<file path="config.mk">
export PLATFORM = sky130hd
export DESIGN_NAME = cartpole_episode_driver_flat
export DESIGN_NICKNAME = d
export VERILOG_FILES = /design/src/rtl/cartpole_pkg.sv /design/src/rtl/cartpole_episode_driver_if.sv /design/src/rtl/cartpole_init_lfsr.sv /design/src/rtl/cartpole_episode_driver.sv /design/src/flat_wrapper.sv
export SDC_FILE = /design/constraint.sdc
export NUM_CORES = 1
export LEC_CHECK = 0
export CAP_MARGIN = 20
export CELL_PAD_IN_SITES_DETAIL_PLACEMENT = 1
export CELL_PAD_IN_SITES_GLOBAL_PLACEMENT = 2
export CORE_MARGIN = 2
export CORE_UTILIZATION = 20
export CTS_CLUSTER_DIAMETER = 50
export DETAILED_ROUTE_END_ITERATION = 8
export PLACE_DENSITY = 0.76
export SYNTH_ARGS = -nofsm -noshare
export SYNTH_HDL_FRONTEND = slang
export SYNTH_SLANG_ARGS = --single-unit
</file>
<file path="constraint.sdc">
create_clock -name aclk -period 2.4 [get_ports aclk]
set_input_delay 0.48 -clock aclk [delete_from_list [all_inputs] [get_ports aclk]]
set_output_delay 0.48 -clock aclk [all_outputs]
set_load 0.01 [all_outputs]
</file>
<file path="src/rtl/cartpole_pkg.sv">
// Shared types and constants for the CartPole episode driver.
package cartpole_pkg;

  localparam int unsigned CNT_W = 16;

  localparam logic [31:0] INIT_X_DEF         = 32'h0000_0000;
  localparam logic [31:0] INIT_X_DOT_DEF     = 32'h0000_0000;
  localparam logic [31:0] INIT_THETA_DEF     = 32'h0000_0000;
  localparam logic [31:0] INIT_THETA_DOT_DEF = 32'h0000_0000;

  // Galois form of x^32 + x^22 + x^2 + x + 1, shifting right.
  localparam logic [31:0] LFSR_SEED = 32'hACE1_2024;
  localparam logic [31:0] LFSR_TAPS = 32'h8020_0003;

  typedef enum logic [2:0] {
    ST_IDLE,
    ST_OBS,
    ST_ISSUE,
    ST_WAIT,
    ST_DONE
  } state_e;

  function automatic logic [31:0] lfsr_next(input logic [31:0] s);
    return (s >> 1) ^ (s[0] ? LFSR_TAPS : 32'h0);
  endfunction

  // Sign from the LFSR, exponent pinned to 2^-6, random mantissa.
  function automatic logic [31:0] lfsr_to_float(input logic [31:0] s);
    return {s[31], 8'h79, s[22:0]};
  endfunction

endpackage

</file>
<file path="src/rtl/cartpole_episode_driver_if.sv">
// Step-compute request/response bus between the episode driver (master) and the step-compute block (slave).
interface cartpole_episode_driver_if #(
  parameter int unsigned INPUT_BIT = 32
);
  logic                 o_signal;
  logic [INPUT_BIT-1:0] o_action;
  logic [INPUT_BIT-1:0] o_x;
  logic [INPUT_BIT-1:0] o_x_dot;
  logic [INPUT_BIT-1:0] o_float_theta;
  logic [INPUT_BIT-1:0] o_theta_dot;
  logic [INPUT_BIT-1:0] i_next_x;
  logic [INPUT_BIT-1:0] i_next_x_dot;
  logic [INPUT_BIT-1:0] i_next_float_theta;
  logic [INPUT_BIT-1:0] i_next_theta_dot;
  logic [INPUT_BIT-1:0] i_terminated;
  logic [INPUT_BIT-1:0] i_reward;
  logic [INPUT_BIT-1:0] i_valid;

  modport master (
    output o_signal, o_action, o_x, o_x_dot, o_float_theta, o_theta_dot,
    input  i_next_x, i_next_x_dot, i_next_float_theta, i_next_theta_dot,
    input  i_terminated, i_reward, i_valid
  );

  modport slave (
    input  o_signal, o_action, o_x, o_x_dot, o_float_theta, o_theta_dot,
    output i_next_x, i_next_x_dot, i_next_float_theta, i_next_theta_dot,
    output i_terminated, i_reward, i_valid
  );
endinterface

</file>
<file path="src/rtl/cartpole_init_lfsr.sv">
// Free-running 32-bit Galois LFSR supplying four consecutive init words.
// Only compiled when CARTPOLE_LFSR_INIT_EN is defined.
`ifdef CARTPOLE_LFSR_INIT_EN
module cartpole_init_lfsr
  import cartpole_pkg::*;
(
  input  logic             aclk,
  input  logic             aresetn,
  output logic [3:0][31:0] o_words
);
  logic [31:0] lfsr_q;
  logic [31:0] lfsr_d;
  logic [31:0] walk;

  always_comb begin
    lfsr_d = lfsr_next(lfsr_q);
  end

  always_comb begin
    o_words = '0;
    walk    = lfsr_q;
    for (int unsigned i = 0; i < 4; i++) begin
      o_words[i] = lfsr_to_float(walk);
      walk       = lfsr_next(walk);
    end
  end

  always_ff @(posedge aclk or negedge aresetn) begin
    if (!aresetn) lfsr_q <= LFSR_SEED;
    else          lfsr_q <= lfsr_d;
  end
endmodule
`endif

</file>
<file path="src/rtl/cartpole_episode_driver.sv">
// CartPole episode driver: owns env state, sequences OBS/ISSUE/WAIT steps, counts steps/return.
// Define CARTPOLE_LFSR_INIT_EN to draw the initial state from an LFSR instead of INIT_*.
module cartpole_episode_driver
  import cartpole_pkg::*;
#(
  parameter int unsigned          INPUT_BIT      = 32,
  parameter int unsigned          MAX_STEPS      = 500,
  parameter int unsigned          TIMEOUT        = 1024,
  parameter logic [INPUT_BIT-1:0] INIT_X         = INPUT_BIT'(INIT_X_DEF),
  parameter logic [INPUT_BIT-1:0] INIT_X_DOT     = INPUT_BIT'(INIT_X_DOT_DEF),
  parameter logic [INPUT_BIT-1:0] INIT_THETA     = INPUT_BIT'(INIT_THETA_DEF),
  parameter logic [INPUT_BIT-1:0] INIT_THETA_DOT = INPUT_BIT'(INIT_THETA_DOT_DEF)
) (
  input  logic                 aclk,
  input  logic                 aresetn,
  input  logic                 i_start,
  input  logic [INPUT_BIT-1:0] i_action,
  input  logic                 i_action_valid,
  output logic                 o_action_ready,
  output logic [INPUT_BIT-1:0] o_obs_x,
  output logic [INPUT_BIT-1:0] o_obs_x_dot,
  output logic [INPUT_BIT-1:0] o_obs_theta,
  output logic [INPUT_BIT-1:0] o_obs_theta_dot,
  output logic                 o_obs_valid,
  cartpole_episode_driver_if.master step,
  output logic [CNT_W-1:0]     o_step_count,
  output logic [CNT_W-1:0]     o_return,
  output logic                 o_episode_done,
  output logic                 o_truncated,
  output logic                 o_timeout,
  output logic                 o_busy
);
  localparam int unsigned TW = $clog2(TIMEOUT + 1);

  logic [INPUT_BIT-1:0] init_x, init_x_dot, init_theta, init_theta_dot;

`ifdef CARTPOLE_LFSR_INIT_EN
  localparam logic [INPUT_BIT-1:0] RST_WORD = INPUT_BIT'(lfsr_to_float(LFSR_SEED));
  localparam logic [INPUT_BIT-1:0] RST_X = RST_WORD, RST_X_DOT = RST_WORD;
  localparam logic [INPUT_BIT-1:0] RST_TH = RST_WORD, RST_TH_DOT = RST_WORD;
  logic [3:0][31:0] lfsr_words;

  cartpole_init_lfsr u_init_lfsr (
    .aclk    (aclk),
    .aresetn (aresetn),
    .o_words (lfsr_words)
  );

  assign init_x         = INPUT_BIT'(lfsr_words[0]);
  assign init_x_dot     = INPUT_BIT'(lfsr_words[1]);
  assign init_theta     = INPUT_BIT'(lfsr_words[2]);
  assign init_theta_dot = INPUT_BIT'(lfsr_words[3]);
`else
  localparam logic [INPUT_BIT-1:0] RST_X = INIT_X, RST_X_DOT = INIT_X_DOT;
  localparam logic [INPUT_BIT-1:0] RST_TH = INIT_THETA, RST_TH_DOT = INIT_THETA_DOT;

  assign init_x         = INIT_X;
  assign init_x_dot     = INIT_X_DOT;
  assign init_theta     = INIT_THETA;
  assign init_theta_dot = INIT_THETA_DOT;
`endif

  state_e               state_q, state_d;
  logic [INPUT_BIT-1:0] x_q, x_d, x_dot_q, x_dot_d, th_q, th_d, th_dot_q, th_dot_d;
  logic [INPUT_BIT-1:0] act_q, act_d;
  logic [CNT_W-1:0]     step_q, step_d, ret_q, ret_d, step_inc, ret_inc;
  logic [TW-1:0]        tmo_cnt_q, tmo_cnt_d, tmo_inc;
  logic                 trunc_q, trunc_d, tmo_q, tmo_d;
  logic                 obs_valid_q, obs_valid_d, signal_q, signal_d;
  logic                 done_q, done_d, busy_q, busy_d;

  always_comb begin
    state_d   = state_q;
    x_d       = x_q;
    x_dot_d   = x_dot_q;
    th_d      = th_q;
    th_dot_d  = th_dot_q;
    act_d     = act_q;
    step_d    = step_q;
    ret_d     = ret_q;
    tmo_cnt_d = tmo_cnt_q;
    trunc_d   = trunc_q;
    tmo_d     = tmo_q;
    step_inc  = (step_q == '1) ? step_q : step_q + 1'b1;
    ret_inc   = (ret_q == '1) ? ret_q : ret_q + 1'b1;
    tmo_inc   = tmo_cnt_q + 1'b1;

    unique case (state_q)
      ST_IDLE: if (i_start) begin
        x_d       = init_x;
        x_dot_d   = init_x_dot;
        th_d      = init_theta;
        th_dot_d  = init_theta_dot;
        step_d    = '0;
        ret_d     = '0;
        tmo_cnt_d = '0;
        trunc_d   = 1'b0;
        tmo_d     = 1'b0;
        state_d   = ST_OBS;
      end
      ST_OBS: if (i_action_valid) begin
        act_d   = i_action;
        state_d = ST_ISSUE;
      end
      ST_ISSUE: begin
        tmo_cnt_d = '0;
        state_d   = ST_WAIT;
      end
      ST_WAIT: begin
        // A response arriving on the timeout cycle still counts as a normal step.
        if (step.i_valid[0]) begin
          x_d      = step.i_next_x;
          x_dot_d  = step.i_next_x_dot;
          th_d     = step.i_next_float_theta;
          th_dot_d = step.i_next_theta_dot;
          step_d   = step_inc;
          if (step.i_reward != '0) ret_d = ret_inc;
          if (step.i_terminated[0]) begin
            state_d = ST_DONE;
          end else if (step_inc == CNT_W'(MAX_STEPS)) begin
            trunc_d = 1'b1;
            state_d = ST_DONE;
          end else begin
            state_d = ST_OBS;
          end
        end else begin
          tmo_cnt_d = tmo_inc;
          if (tmo_inc == TW'(TIMEOUT)) begin
            tmo_d   = 1'b1;
            state_d = ST_DONE;
          end
        end
      end
      ST_DONE: state_d = ST_IDLE;
      default: state_d = ST_IDLE;
    endcase

    obs_valid_d = (state_d == ST_OBS);
    signal_d    = (state_d == ST_ISSUE);
    done_d      = (state_d == ST_DONE);
    busy_d      = (state_d != ST_IDLE);
  end

  always_ff @(posedge aclk or negedge aresetn) begin
    if (!aresetn) begin
      state_q     <= ST_IDLE;
      x_q         <= RST_X;
      x_dot_q     <= RST_X_DOT;
      th_q        <= RST_TH;
      th_dot_q    <= RST_TH_DOT;
      act_q       <= '0;
      step_q      <= '0;
      ret_q       <= '0;
      tmo_cnt_q   <= '0;
      trunc_q     <= 1'b0;
      tmo_q       <= 1'b0;
      obs_valid_q <= 1'b0;
      signal_q    <= 1'b0;
      done_q      <= 1'b0;
      busy_q      <= 1'b0;
    end else begin
      state_q     <= state_d;
      x_q         <= x_d;
      x_dot_q     <= x_dot_d;
      th_q        <= th_d;
      th_dot_q    <= th_dot_d;
      act_q       <= act_d;
      step_q      <= step_d;
      ret_q       <= ret_d;
      tmo_cnt_q   <= tmo_cnt_d;
      trunc_q     <= trunc_d;
      tmo_q       <= tmo_d;
      obs_valid_q <= obs_valid_d;
      signal_q    <= signal_d;
      done_q      <= done_d;
      busy_q      <= busy_d;
    end
  end

  assign o_action_ready     = obs_valid_q;
  assign o_obs_valid        = obs_valid_q;
  assign o_obs_x            = x_q;
  assign o_obs_x_dot        = x_dot_q;
  assign o_obs_theta        = th_q;
  assign o_obs_theta_dot    = th_dot_q;
  assign step.o_signal      = signal_q;
  assign step.o_action      = act_q;
  assign step.o_x           = x_q;
  assign step.o_x_dot       = x_dot_q;
  assign step.o_float_theta = th_q;
  assign step.o_theta_dot   = th_dot_q;
  assign o_step_count       = step_q;
  assign o_return           = ret_q;
  assign o_episode_done     = done_q;
  assign o_truncated        = trunc_q;
  assign o_timeout          = tmo_q;
  assign o_busy             = busy_q;

endmodule
</file>
<file path="src/flat_wrapper.sv">
// flat-port wrapper written by rule: the top's interface ports become plain ports
module cartpole_episode_driver_flat import cartpole_pkg::*;
#(
  parameter int unsigned          INPUT_BIT      = 32,
  parameter int unsigned          MAX_STEPS      = 500,
  parameter int unsigned          TIMEOUT        = 1024,
  parameter logic [INPUT_BIT-1:0] INIT_X         = INPUT_BIT'(INIT_X_DEF),
  parameter logic [INPUT_BIT-1:0] INIT_X_DOT     = INPUT_BIT'(INIT_X_DOT_DEF),
  parameter logic [INPUT_BIT-1:0] INIT_THETA     = INPUT_BIT'(INIT_THETA_DEF),
  parameter logic [INPUT_BIT-1:0] INIT_THETA_DOT = INPUT_BIT'(INIT_THETA_DOT_DEF)
)
  (aclk, aresetn, i_start, i_action, i_action_valid, o_action_ready, o_obs_x, o_obs_x_dot, o_obs_theta, o_obs_theta_dot, o_obs_valid, o_step_count, o_return, o_episode_done, o_truncated, o_timeout, o_busy, step_o_signal, step_o_action, step_o_x, step_o_x_dot, step_o_float_theta, step_o_theta_dot, step_i_next_x, step_i_next_x_dot, step_i_next_float_theta, step_i_next_theta_dot, step_i_terminated, step_i_reward, step_i_valid);
  cartpole_episode_driver_if #(.INPUT_BIT(INPUT_BIT)) step_i ();
  input  logic aclk;
  input  logic aresetn;
  input  logic i_start;
  input  logic [INPUT_BIT-1:0] i_action;
  input  logic i_action_valid;
  output logic o_action_ready;
  output logic [INPUT_BIT-1:0] o_obs_x;
  output logic [INPUT_BIT-1:0] o_obs_x_dot;
  output logic [INPUT_BIT-1:0] o_obs_theta;
  output logic [INPUT_BIT-1:0] o_obs_theta_dot;
  output logic o_obs_valid;
  output logic [CNT_W-1:0] o_step_count;
  output logic [CNT_W-1:0] o_return;
  output logic o_episode_done;
  output logic o_truncated;
  output logic o_timeout;
  output logic o_busy;
  output wire logic [$bits(step_i.o_signal)-1:0] step_o_signal;
  output wire logic [$bits(step_i.o_action)-1:0] step_o_action;
  output wire logic [$bits(step_i.o_x)-1:0] step_o_x;
  output wire logic [$bits(step_i.o_x_dot)-1:0] step_o_x_dot;
  output wire logic [$bits(step_i.o_float_theta)-1:0] step_o_float_theta;
  output wire logic [$bits(step_i.o_theta_dot)-1:0] step_o_theta_dot;
  input wire logic [$bits(step_i.i_next_x)-1:0] step_i_next_x;
  input wire logic [$bits(step_i.i_next_x_dot)-1:0] step_i_next_x_dot;
  input wire logic [$bits(step_i.i_next_float_theta)-1:0] step_i_next_float_theta;
  input wire logic [$bits(step_i.i_next_theta_dot)-1:0] step_i_next_theta_dot;
  input wire logic [$bits(step_i.i_terminated)-1:0] step_i_terminated;
  input wire logic [$bits(step_i.i_reward)-1:0] step_i_reward;
  input wire logic [$bits(step_i.i_valid)-1:0] step_i_valid;
  assign step_o_signal = step_i.o_signal;
  assign step_o_action = step_i.o_action;
  assign step_o_x = step_i.o_x;
  assign step_o_x_dot = step_i.o_x_dot;
  assign step_o_float_theta = step_i.o_float_theta;
  assign step_o_theta_dot = step_i.o_theta_dot;
  assign step_i.i_next_x = step_i_next_x;
  assign step_i.i_next_x_dot = step_i_next_x_dot;
  assign step_i.i_next_float_theta = step_i_next_float_theta;
  assign step_i.i_next_theta_dot = step_i_next_theta_dot;
  assign step_i.i_terminated = step_i_terminated;
  assign step_i.i_reward = step_i_reward;
  assign step_i.i_valid = step_i_valid;
  cartpole_episode_driver #(.INPUT_BIT(INPUT_BIT), .MAX_STEPS(MAX_STEPS), .TIMEOUT(TIMEOUT), .INIT_X(INIT_X), .INIT_X_DOT(INIT_X_DOT), .INIT_THETA(INIT_THETA), .INIT_THETA_DOT(INIT_THETA_DOT)) u_core (.aclk(aclk), .aresetn(aresetn), .i_start(i_start), .i_action(i_action), .i_action_valid(i_action_valid), .o_action_ready(o_action_ready), .o_obs_x(o_obs_x), .o_obs_x_dot(o_obs_x_dot), .o_obs_theta(o_obs_theta), .o_obs_theta_dot(o_obs_theta_dot), .o_obs_valid(o_obs_valid), .step(step_i), .o_step_count(o_step_count), .o_return(o_return), .o_episode_done(o_episode_done), .o_truncated(o_truncated), .o_timeout(o_timeout), .o_busy(o_busy));
endmodule
</file>
==> results.json <==
{
  "p_seq_frac": 0.302,
  "antenna_cells": 0,
  "dp_hpwl_um": 28500,
  "mostFrequentLayoutCell": "clkdlybuf4s50_1",
  "wl_per_cell_um": 19.2,
  "hold_path.class": "reg2reg",
  "cp.required_ns": 2.82,
  "worst-path-max-fanout": 5,
  "switching_power_uw": 6320,
  "setup_viol": 0,
  "min_period_over_period": 0.967,
  "holdWs_ns": 0.500,
  "core.rowCount": 81,
  "cp_common_cell": "buf_4",
  "ys_warn_count": 0,
  "fin_crit_ns": 2.32,
  "fillers": 5366,
  "postPlaceCellArea_um2": 15400,
  "io_buffers": 524,
  "slowest_stage": "a2111o_1",
  "fin_nets": 1558,
  "grt_max_degree": 77,
  "die_height_um": 226,
  "drt_first_iter_violations": 376,
  "synth-edff-count": 0,
  "critPathCaptureType": "register",
  "io_pins": 587,
  "clkPwrFrac": 0.267,
  "ctsLongestPathBuffers": 3,
  "layout_setup_ws_ns": 0.0793,
  "grt_pass1_wl_um": 56100,
  "core_um2": 48800,
  "die_x_um": 226,
  "grtUsageTotal": 0.142,
  "clock_sinks": 212,
  "slew_headroom": 0.542,
  "grt_pass1_vias": 9335,
  "design_area_um2": 16700,
  "internal_power_uw": 12800,
  "cts_tree": "built",
  "p_comb_frac": 0.431,
  "synth_cell_types": 64,
  "powerDensity_nw_per_um2": 1150,
  "antenna_found_initial": 0,
  "start_util": 0.203,
  "syn_inst": 842,
  "grt_overflow": 0,
  "syn_to_final_growth_pct": 68.7,
  "via_per_inst": 4.29,
  "final_antenna_net_count": 0,
  "worstPathArrival_ns": 2.74,
  "path_clk_slew_ns": 0.05,
  "p_sw_frac": 0.330,
  "cts-root-buf": "clkbuf_16",
  "worst_slew_pin_slew_ns": 0.687,
  "syn-cell-area_um2": 9900,
  "skew_ns": 0.0174,
  "drv_slew": 0,
  "synth-main-ff-cell": "dfrtp_1",
  "mostFrequentLayoutCells": "clkdlybuf4s50_1 (523), dfrtp_1 (203), a22o_1 (129), buf_4 (64), nand2_1 (46)",
  "numCtsBuffers": 34,
  "fmax_mhz": 431,
  "status": "completed",
  "crit_chain": "ha_4 -> and4_4 -> o2111ai_1 -> a2111o_1 -> a2111oi_4 -> buf_4 -> o31ai_2 -> buf_4",
  "ys_seq_elements": 212,
  "critPathKind": "reg2reg",
  "drive_above_1_share": 0.161,
  "via_count": 8492,
  "dp_slack_ns": -0.159,
  "drc": 0,
  "start_kind": "register",
  "die_area_um2": 51300,
  "leakagePower_uw": 0.00690,
  "drtPass1Iterations": 4,
  "synth_area_per_cell_um2": 11.8,
  "slowest_delay_ns": 0.47,
  "syn_nets": 1105,
  "clk_latency_ns": 0.52,
  "seq_area_frac_synth": 0.536,
  "gp_congestion": 0.792,
  "ys_async_sr_fraction": 1.00,
  "peakVddDrop_v": 0.000431,
  "max_cap_viol_count": 0,
  "final_hold_viol_count": 0,
  "total_power_uw": 19200,
  "htree_num_levels": 2,
  "rsz0062_at_grt": "yes",
  "wl_um": 38100
}
-- metal layers --
| layer | GRT usage | vias up | wire (um) |
|---|---|---|---|
| li1 | - | 3850 | - |
| met3 | 0.0409 | 53 | 2470 |
| met4 | 0.0473 | 0 | 998 |
| met1 | 0.166 | 4272 | 15100 |
| met2 | 0.249 | 317 | 19500 |
| met5 | 0 | - | 0 |
-- critical path, delay by kind of cell, from the launching register on --
kind / cells / cell delay (ns)
AND/OR/NAND/NOR: 1 / 0.26
adder cells (fa/ha/maj): 1 / 0.19
buffers and inverters: 2 / 0.34
AO/OA/AOI/OAI: 4 / 1.02
flip-flops: 1 / 0.39
-- registers in the layout, summed over array words and instances (netlist names) --
register / cells
u_core.step.o_signal: 1
u_core.o_timeout: 1
u_core.step.o_action: 32
u_core.o_obs_theta: 32
u_core.o_obs_x: 32
u_core.o_obs_theta_dot: 32
u_core.o_truncated: 1
u_core.state_q: 3
u_core.o_action_ready: 1
u_core.o_busy: 1
u_core.tmo_cnt_q: 11
u_core.o_obs_x_dot: 32
u_core.o_episode_done: 1
u_core.o_step_count: 16
u_core.o_return: 16
-- cells by family after synthesis --
group | synth area share
compound gates | 0.168
xor+xnor | 0.0159
fa+ha+maj | 0.00379
buf+inv | 0.129
flops | 0.536
mux | 0.0405
simple gates | 0.107
-- power by group through the flow --
stage | Combinational (uW) | Sequential, uW | Clock [uW]
after floorplan | 3610 | 6040 | 0
after global placement | 8210 | 5800 | 0
after detailed placement | 8340 | 5820 | 0
after CTS | 8390 | 5830 | 5280
after global routing | 8800 | 5960 | 5420
final | 8250 | 5790 | 5110
-- area by class of cell --
type | instances | area, um2 | share of cell area
timing repair buffer | 601 | 5980 | 0.358
multi-input combinational | 444 | 3400 | 0.204
clock buffer | 40 | 935 | 0.0560
clock inverter | 15 | 228 | 0.0136
sequential | 212 | 5320 | 0.318
inverter | 2 | 7.51 | 0.000450
tap | 664 | 831 | 0.0498
-- Yosys cell counts (2+ instances only) --
cell      instances  area, um2
a21oi_1          10       50.1
a22o_1          129       1130
a31oi_1           5       31.3
a32o_1            2       20.0
and3_1            6       37.5
and4_1            6       52.6
buf_1             4       15.0
buf_2             2       10.0
buf_4           132        991
buf_6             9        101
clkbuf_1         36        135
dfrtp_1         212       5310
ha_1              3       37.5
inv_1             2       7.51
mux2_2           32        360
mux2i_1           4       40.0
nand2_1          47        176
nand2_4           2       22.5
nand2b_1          5       31.3
nand3_1          15       75.1
nand4_1           6       37.5
nand4_4           4       85.1
nand4b_1          3       26.3
nor2_1           32        120
nor3_1           13       65.1
nor3b_1           2       15.0
nor4_1           13       81.3
nor4_2            5       62.6
nor4b_2           3       45.0
o21a_1            2       15.0
o21ai_0          34        170
o21bai_1          3       22.5
o31ai_1          10       75.1
o41ai_1           2       17.5
or2_2             2       12.5
xnor2_1          14        123
xor2_1            4       35.0
-- through the flow --
stage	TNS, ns	cells	utilization
2_1_floorplan	0	842	-
3_3_place_gp	-0.800	1918	0.315
3_5_place_dp	-1.38	1918	0.315
4_1_cts	0	1974	0.340
5_1_grt	-0.0263	1978	0.342
6_report	0	1978	0.342
-- path summary, 6_finish.rpt --
check / startpoint / endpoint / slack, ns / cells past startpoint
setup / recovery: u_core.o_step_count[1] / u_core.o_action_ready / 0.08 / 8
hold / removal: u_core.o_timeout / u_core.o_timeout / 0.50 / 2
setup reg to reg: u_core.o_step_count[1] / u_core.o_action_ready / 0.08 / 8
hold reg to reg: u_core.o_timeout / u_core.o_timeout / 0.50 / 2
max in group asynchronous: aresetn / u_core.o_obs_x[21] / 1.13 / 3
min in group asynchronous: aresetn / u_core.o_return[11] / 0.57 / 2
-- repair_timing --
item	in CTS	in global routing
setup endpoints to repair	5	3
buffers inserted	0	4
hold buffers	1	0
endpoints found under the hold margin	28	0
gates cloned	0	0
resized for setup	6	18
pin swaps	2	9
Note: power is estimated with default switching activity, not from simulation.
